<file path="config.mk">
export PLATFORM = sky130hd
export DESIGN_NAME = aes128_encrypt_iter
export DESIGN_NICKNAME = d
export VERILOG_FILES = /design/src/rtl/aes128_encrypt_iter.sv
export SDC_FILE = /design/constraint.sdc
export NUM_CORES = 2
export LEC_CHECK = 0
export ABC_CLOCK_PERIOD_IN_PS = 4000
export CORE_AREA = 2 2 651 653
export DETAILED_ROUTE_END_ITERATION = 6
export DIE_AREA = 0 0 653 655
export PLACE_DENSITY_LB_ADDON = 0.08
export SETUP_SLACK_MARGIN = 0.3
export SLEW_MARGIN = 5
export SYNTH_ARGS = -nofsm -noshare
export SYNTH_HDL_FRONTEND = slang
export SYNTH_SLANG_ARGS = --single-unit
</file>
<file path="constraint.sdc">
create_clock -name clk -period 4 [get_ports clk]
set_input_delay 0.4 -clock clk [delete_from_list [all_inputs] [get_ports clk]]
set_output_delay 0.4 -clock clk [all_outputs]
set_load 0.01 [all_outputs]
</file>
<file path="src/rtl/aes128_encrypt_iter.sv">
// Iterative AES-128 encryption core: one round per clock, one block in flight.
// Round keys come from an upstream key-schedule block and must be held stable while busy.
module aes128_encrypt_iter #(
  parameter int unsigned NR = 10
) (
  input  logic            clk,
  input  logic            rst_n,
  input  logic            in_valid,
  output logic            in_ready,
  input  logic [127:0]    plaintext,
  input  logic [1407:0]   round_keys,
  output logic            out_valid,
  input  logic            out_ready,
  output logic [127:0]    ciphertext,
  output logic            busy
);

  if (NR != 10) begin : gen_nr_check
    $error("aes128_encrypt_iter supports only NR = 10");
  end

  // Forward S-box, entry 0 in the most significant byte.
  localparam logic [2047:0] SboxTbl = {
    128'h637c777bf26b6fc53001672bfed7ab76, 128'hca82c97dfa5947f0add4a2af9ca472c0,
    128'hb7fd9326363ff7cc34a5e5f171d83115, 128'h04c723c31896059a071280e2eb27b275,
    128'h09832c1a1b6e5aa0523bd6b329e32f84, 128'h53d100ed20fcb15b6acbbe394a4c58cf,
    128'hd0efaafb434d338545f9027f503c9fa8, 128'h51a3408f929d38f5bcb6da2110fff3d2,
    128'hcd0c13ec5f974417c4a77e3d645d1973, 128'h60814fdc222a908846eeb814de5e0bdb,
    128'he0323a0a4906245cc2d3ac629195e479, 128'he7c8376d8dd54ea96c56f4ea657aae08,
    128'hba78252e1ca6b4c6e8dd741f4bbd8b8a, 128'h703eb5664803f60e613557b986c11d9e,
    128'he1f8981169d98e949b1e87e9ce5528df, 128'h8ca1890dbfe6426841992d0fb054bb16
  };

  typedef enum logic [1:0] {StIdle, StRound, StDone} state_e;

  state_e       state_q, state_d;
  logic [3:0]   rnd_q, rnd_d;
  logic [127:0] st_q, st_d;
  logic [127:0] rk [11];
  logic [127:0] rk_cur;
  logic [127:0] sr_out;
  logic [127:0] mc_out;

  function automatic logic [7:0] sbox(input logic [7:0] b);
    return SboxTbl[8 * (255 - int'(b)) +: 8];
  endfunction

  function automatic logic [7:0] xtime(input logic [7:0] b);
    return {b[6:0], 1'b0} ^ (b[7] ? 8'h1b : 8'h00);
  endfunction

  // Byte k of the state lives at [127-8k -: 8]; k = row + 4*column.
  function automatic logic [127:0] sub_shift(input logic [127:0] s);
    logic [127:0] o;
    o = '0;
    for (int r = 0; r < 4; r++) begin
      for (int c = 0; c < 4; c++) begin
        o[8 * (15 - (r + 4 * c)) +: 8] = sbox(s[8 * (15 - (r + 4 * ((c + r) % 4))) +: 8]);
      end
    end
    return o;
  endfunction

  function automatic logic [127:0] mix_columns(input logic [127:0] s);
    logic [127:0] o;
    logic [7:0]   a0, a1, a2, a3;
    o = '0;
    for (int c = 0; c < 4; c++) begin
      a0 = s[8 * (15 - 4 * c) +: 8];
      a1 = s[8 * (14 - 4 * c) +: 8];
      a2 = s[8 * (13 - 4 * c) +: 8];
      a3 = s[8 * (12 - 4 * c) +: 8];
      o[8 * (15 - 4 * c) +: 8] = xtime(a0) ^ xtime(a1) ^ a1 ^ a2 ^ a3;
      o[8 * (14 - 4 * c) +: 8] = a0 ^ xtime(a1) ^ xtime(a2) ^ a2 ^ a3;
      o[8 * (13 - 4 * c) +: 8] = a0 ^ a1 ^ xtime(a2) ^ xtime(a3) ^ a3;
      o[8 * (12 - 4 * c) +: 8] = xtime(a0) ^ a0 ^ a1 ^ a2 ^ xtime(a3);
    end
    return o;
  endfunction

  for (genvar r = 0; r < 11; r++) begin : gen_rk
    assign rk[r] = round_keys[(10 - r) * 128 +: 128];
  end

  assign rk_cur = (rnd_q <= 4'd10) ? rk[rnd_q] : '0;
  assign sr_out = sub_shift(st_q);
  assign mc_out = mix_columns(sr_out);

  always_comb begin
    state_d    = state_q;
    rnd_d      = rnd_q;
    st_d       = st_q;
    in_ready   = 1'b0;
    out_valid  = 1'b0;
    ciphertext = '0;
    busy       = 1'b0;
    unique case (state_q)
      StIdle: begin
        in_ready = 1'b1;
        if (in_valid) begin
          st_d    = plaintext ^ rk[0];
          rnd_d   = 4'd1;
          state_d = StRound;
        end
      end
      StRound: begin
        busy = 1'b1;
        if (rnd_q == 4'(NR)) begin
          st_d    = sr_out ^ rk_cur;
          state_d = StDone;
        end else begin
          st_d  = mc_out ^ rk_cur;
          rnd_d = rnd_q + 4'd1;
        end
      end
      StDone: begin
        busy       = 1'b1;
        out_valid  = 1'b1;
        ciphertext = st_q;
        if (out_ready) state_d = StIdle;
      end
      default: state_d = StIdle;
    endcase
  end

  always_ff @(posedge clk or negedge rst_n) begin
    if (!rst_n) begin
      state_q <= StIdle;
      rnd_q   <= '0;
      st_q    <= '0;
    end else begin
      state_q <= state_d;
      rnd_q   <= rnd_d;
      st_q    <= st_d;
    end
  end

endmodule

</file>
## After elaboration in Yosys (flattened, before gate mapping)

Index checks and enable logic that the tools add are counted.

- Word-level logic and storage cells: 169
- Bits in read-only memories: 0
- Register bits after elaboration: 134
- Latch bits: 0
- Memory bits (writable): 0
- Memories kept: 0

- Multipliers: 0
- Mux-type cells: 34
- Bitwise operators: 84
- Div/mod/pow operators: 0
- Order comparisons: 2
- Reduce and logical (&&, ||, !) cells: 6
- Add/subtract/negate cells: 17
- Shift operators: 16
- Equal/unequal tests: 7

Operators by type and width:

| cell | count |
|---|---|
| $shiftx A2048 B12 Y8 const A | 16 |
| $mux W128 | 6 |
| $xor A8 B8 Y8 | 65 |
| $bmux W128 S4 | 1 |
| $xor A128 B128 Y128 | 3 |
| $pmux W128 S2 | 1 |
| $sub A8 B8 Y9 const A | 16 |
| $xor A8 B5 Y8 | 15 |
| $mux W5 | 16 |
| $mux W4 | 2 |
| $ne A2 B2 Y1 const B | 4 |
| $pmux W4 S2 | 1 |
| $mux W2 | 3 |
| $pmux W2 S3 | 1 |
| $reduce_and A3 Y1 | 2 |
| $ge A5 B5 Y1 const B | 1 |
| $not A4 Y5 | 1 |
| $add A4 B1 Y4 const B | 1 |
| $eq A4 B4 Y1 const B | 1 |
| $le A4 B4 Y1 const B | 1 |
| $mux W1 | 3 |
| $eq A2 B1 Y1 const B | 1 |
| $eq A2 B2 Y1 const B | 1 |
| $logic_not A2 Y1 | 1 |
| other kinds (3) | 3 |

## Logic depth before layout (Yosys ltp)

- Word-level depth: 11
- Mapped depth: 18
- Mapped depth without buffers: 14

## Least setup slack after synthesis

No wires, ideal clock.

- Path type: reg2reg
- Start point: register st_q[1]
- End point: register st_q[115]
- Period minus slack after synthesis: 4.360 ns
- Slack: -0.360 ns
- Data arrival time: 4.285 ns
- Stages on the path, launching flop included: 15
- Buffers on the path: 2
- Path through: dfrtp_1 buf_4 clkbuf_1 inv_1 ha_1 or2b_2 nand2_1 mux4_2 a211o_1 a311oi_4 xnor2_1 xnor3_1 xnor3_1 a221o_1 o21ai_2

- Word-level cells in the longest chain between the ends: 6

Ends and longest elaborated chain:

| item | line | source |
|---|---|---|
| from (decl) | 38 | `logic [127:0] st_q, st_d;` |
| from (signal assigned) | 134 | `st_q <= st_d;` |
| $sub A8 B8 Y9 | 45 | `return SboxTbl[8 * (255 - int'(b)) +: 8];` |
| $shiftx A2048 B12 Y8 | 45 |  |
| $xor A8 B8 Y8 | 74 | `o[8 * (14 - 4 * c) +: 8] = a0 ^ xtime(a1) ^ xtime(a2) ^ a2 ^ a3;` |
| $xor A128 B128 Y128 | 112 | `st_d = mc_out ^ rk_cur;` |
| $mux W128 | 108 | `if (rnd_q == 4'(NR)) begin` |
| $pmux W128 S2 | 97 | `unique case (state_q)` |

No other way between the ends.
A chain may end at the register's enable or synchronous reset.

## Worst setup path in the final report

- Start point: register st_q[8]
- End point: register st_q[84]

- Word-level cells in the longest chain between the ends: 10

Ends and longest elaborated chain:

| item | line | source |
|---|---|---|
| $sub A8 B8 Y9 * | 45 |  |
| $shiftx A2048 B12 Y8 * | 45 |  |
| $mux W5 | 49 | `return {b[6:0], 1'b0} ^ (b[7] ? 8'h1b : 8'h00);` |
| $xor A8 B5 Y8 | 49 |  |
| $xor A8 B8 Y8 | 74 |  |
| $xor A8 B8 Y8 * (2 in series) | 74 |  |
| $xor A128 B128 Y128 * | 112 |  |
| $mux W128 * | 108 |  |
| $pmux W128 S2 * | 97 |  |

Mark *: on every way between the ends. The rest lies on a longest branch, timed or not.

==> run metrics <==
post-detailed-route DRC marker count 0; period utilisation layout 101%; count of final setup violators 1; placeable core region 0.422 sq mm; status finished with violations; capturing element of the worst setup path st_q[84]$_DFFE_PN0P_; global routing usage summed across all routing layers 38.6%; type of the tightest min-delay check primary input to async pin; horizontal extent of the die 653 um; Yosys cell types 123; iteration count of the initial detailed-routing pass 6; buffer depth of the longest clock path 2; violated checks setup timing; commonest non-fill, non-tap cell in the layout sky130_fd_sc_hd__buf_4; instance count of the mapped netlist 11,100; synth-to-layout area growth 66.7%; final weighted congestion in routability-driven placement 1.04; Rel. slew slack 3.24%; detail-routed via count per cell 5.90; unrepaired setup endpoints after global routing true; antenna violations before repair 258; fmax 0.247 GHz; CTS Root Buffer Type sky130_fd_sc_hd__clkbuf_16; source-to-sink clock delay at the later pin of the worst-skew pair 0.59 ns; vertical extent of the die 655 um; type of the worst setup path flop to flop; max cap viols 0; Layout Utilization 32.1%; Die Outline Area 0.428 sq mm; EDFF count, synth 0; first-iteration detailed-routing DRC count 15,900; startpoint of the most critical setup path st_q[8]$_DFFE_PN0P_; CTS tree built; crit path setup slack, layout -0.0482 ns; count of warnings emitted by yosys 0; clock sink count 134; number of vias after detailed routing 120,000; Post-DRT Antenna Nets 0; r2r endpoint st_q[84]$_DFFE_PN0P_; via count of the first global-routing pass 113,000; number of nets in the layout 16,300; proportion of synthesized flip-flops having asynchronous set or reset 100%; final critical-path required period 4.05 ns; final global-route overflow total 0; top fanout value on the critical path 6; highest-count cells in the layout ignoring fill and taps sky130_fd_sc_hd__buf_4 (2,632), sky130_fd_sc_hd__clkdlybuf4s50_1 (1,668), sky130_fd_sc_hd__nor2_1 (917); post-route setup TNS -0.0482 ns; Rows 239; Port Buf Inserts 1,670; data arrival time of the worst path 4.50 ns; syn_nets 12,900; Critical Path Slowest Stage Cell sky130_fd_sc_hd__dfrtp_4; fraction of final layout cells with drive strength greater than 1 34.4%; DRT Wirelength 871 mm; clock-pin slew of the registers on the worst-case setup and hold paths 0.09 ns; cell-by-cell trace of the critical path buf_12, ha_4, buf_4, nor2b_1, nor2_1, mux4_2, a211oi_1, or4_4, buf_12, xor2_2, buf_4, xnor3_1, xnor3_1, nor2_1, o22ai_1; final-report hold violation count 0; Worst R2R Path Depth 15; total half-perimeter wirelength after legalization and detailed placement 723 mm; total standard cell area after synthesis 0.0811 sq mm; dominant register cell in the synthesized netlist sky130_fd_sc_hd__dfrtp_1; wire length of the first global-routing pass 1120 mm; largest clock skew in the final design 0.0225 ns; largest net degree at the start of global routing 86; reg-to-reg slack, setup -0.05 ns; actual transition at the worst max-transition pin 1.45 ns; IO Pins 1,671; largest incremental delay on the critical path 0.58 ns; Routed WL per cell 42.9 um; total CTS buffers 17; count of H-tree levels built during CTS 4; per-instance average area after synthesis 7.33 sq um; number of max-slew violations in the final report 0; count of state elements after synthesis 134; share of synthesized area occupied by flip-flops and latches 4.13%; crit end category flop; starting density of the core 19.2%; worst flop-to-flop path startpoint st_q[8]$_DFFE_PN0P_; CP Data Required Time 4.45 ns; Worst Setup Start Kind flop
-- flip-flops by register name, summed over array words and instances, names as in the netlist --
signal and count:
st_q 128, state_q 2, rnd_q 4
-- logic make-up (layout without fill, tap and decap cells) --
family / after synthesis / after routing / synth area share, %
and+or+nand+nor: 3577 / 3577 / 21.8
adders and majority gates: 239 / 239 / 3.69
AOI/OAI and AO/OA: 3820 / 3820 / 32.5
xor gates and xnor gates: 781 / 781 / 9.95
DFF: 134 / 134 / 4.13
buffers and inverters: 1565 / 5062 / 8.30
muxes: 955 / 955 / 19.6
other: 0 / 202 / 0
-- cell type report --
cell class / instances / area, sq um
clock buffer: 18 / 429
fill: 45000 / 286000
antenna: 202 / 505
sequential: 134 / 3510
tap: 5543 / 6940
clock inverter: 14 / 189
inverter: 192 / 843
timing repair buffer: 4838 / 45300
multi-input combinational: 9372 / 77600
-- worst max-delay path: cells and delay by family, from the launching register on --
family	cells	cell delay, ns
muxes	1	0.36
adders and majority gates	1	0.16
and+or+nand+nor	4	1.29
AOI/OAI and AO/OA	2	0.15
DFF	1	0.58
xor gates and xnor gates	3	0.67
buffers and inverters	4	0.66
-- how the worst min path moves through the flow --
stage,startpoint,end,slack (ns),depth (start not counted)
6_report,rst_n,st_q[56]$_DFFE_PN0P_,0.40,2
5_1_grt,rst_n,st_q[56]$_DFFE_PN0P_,0.45,2
4_1_cts,rst_n,st_q[56]$_DFFE_PN0P_,0.41,2
3_5_place_dp,rst_n,st_q[56]$_DFFE_PN0P_,0.47,1
3_3_place_gp,rst_n,st_q[56]$_DFFE_PN0P_,0.47,1
2_1_floorplan,rst_n,rnd_q[0]$_DFFE_PN0P_,0.10,0
-- synthesized netlist by cell type (273+ instances only) --
cell type,instances,share of area [%]
sky130_fd_sc_hd__nand2b_1,345,2.7
sky130_fd_sc_hd__mux2i_1,350,4.3
sky130_fd_sc_hd__xnor2_1,368,4.0
sky130_fd_sc_hd__nor2b_1,293,2.3
sky130_fd_sc_hd__a21oi_1,823,5.1
sky130_fd_sc_hd__nor3_1,307,1.9
sky130_fd_sc_hd__o21ai_0,622,3.8
sky130_fd_sc_hd__nand3_1,331,2.0
sky130_fd_sc_hd__mux4_2,496,14
sky130_fd_sc_hd__nor2_1,983,4.5
sky130_fd_sc_hd__xor2_1,323,3.5
sky130_fd_sc_hd__nand2_1,701,3.2
sky130_fd_sc_hd__buf_2,412,2.5
sky130_fd_sc_hd__clkbuf_1,735,3.4
sky130_fd_sc_hd__o22ai_1,273,2.1
-- per-stage QoR --
stage | instances | instance area, sq um | hold slack (ns) | worst slack [ns]
after floorplan | 11100 | 81900 | 0.104 | 0.287
after global placement | 19700 | 124000 | 0.469 | -0.866
after detailed placement | 19700 | 124000 | 0.468 | -0.922
after CTS | 19900 | 128000 | 0.409 | 0.111
after global routing | 20200 | 135000 | 0.448 | -0.0149
final | 20300 | 135000 | 0.402 | -0.0482
-- metal layers --
metal	routed length [um]	part of all wire (%)	GRT usage [%]	vias up
met2	376000	43	59.1	7650
met4	64800	7.4	23.0	90
met5	590	0.068	0	-
met1	349000	40	48.8	61200
met3	80000	9.2	9.45	1461
li1	-	-	-	49500
-- timing repair --
action / CTS / global route
buffers inserted: 123 / 198
cloned: 2 / 11
endpoints found under the setup margin: 144 / 133
resized for setup: 618 / 940
hold endpoints to repair: 38 / 0
pin swaps: 116 / 259
hold buffers: 1 / 0
Power is left out: the tool's default activity adds up to more than one toggle a clock period on the data nets, which glitch-free logic cannot reach.
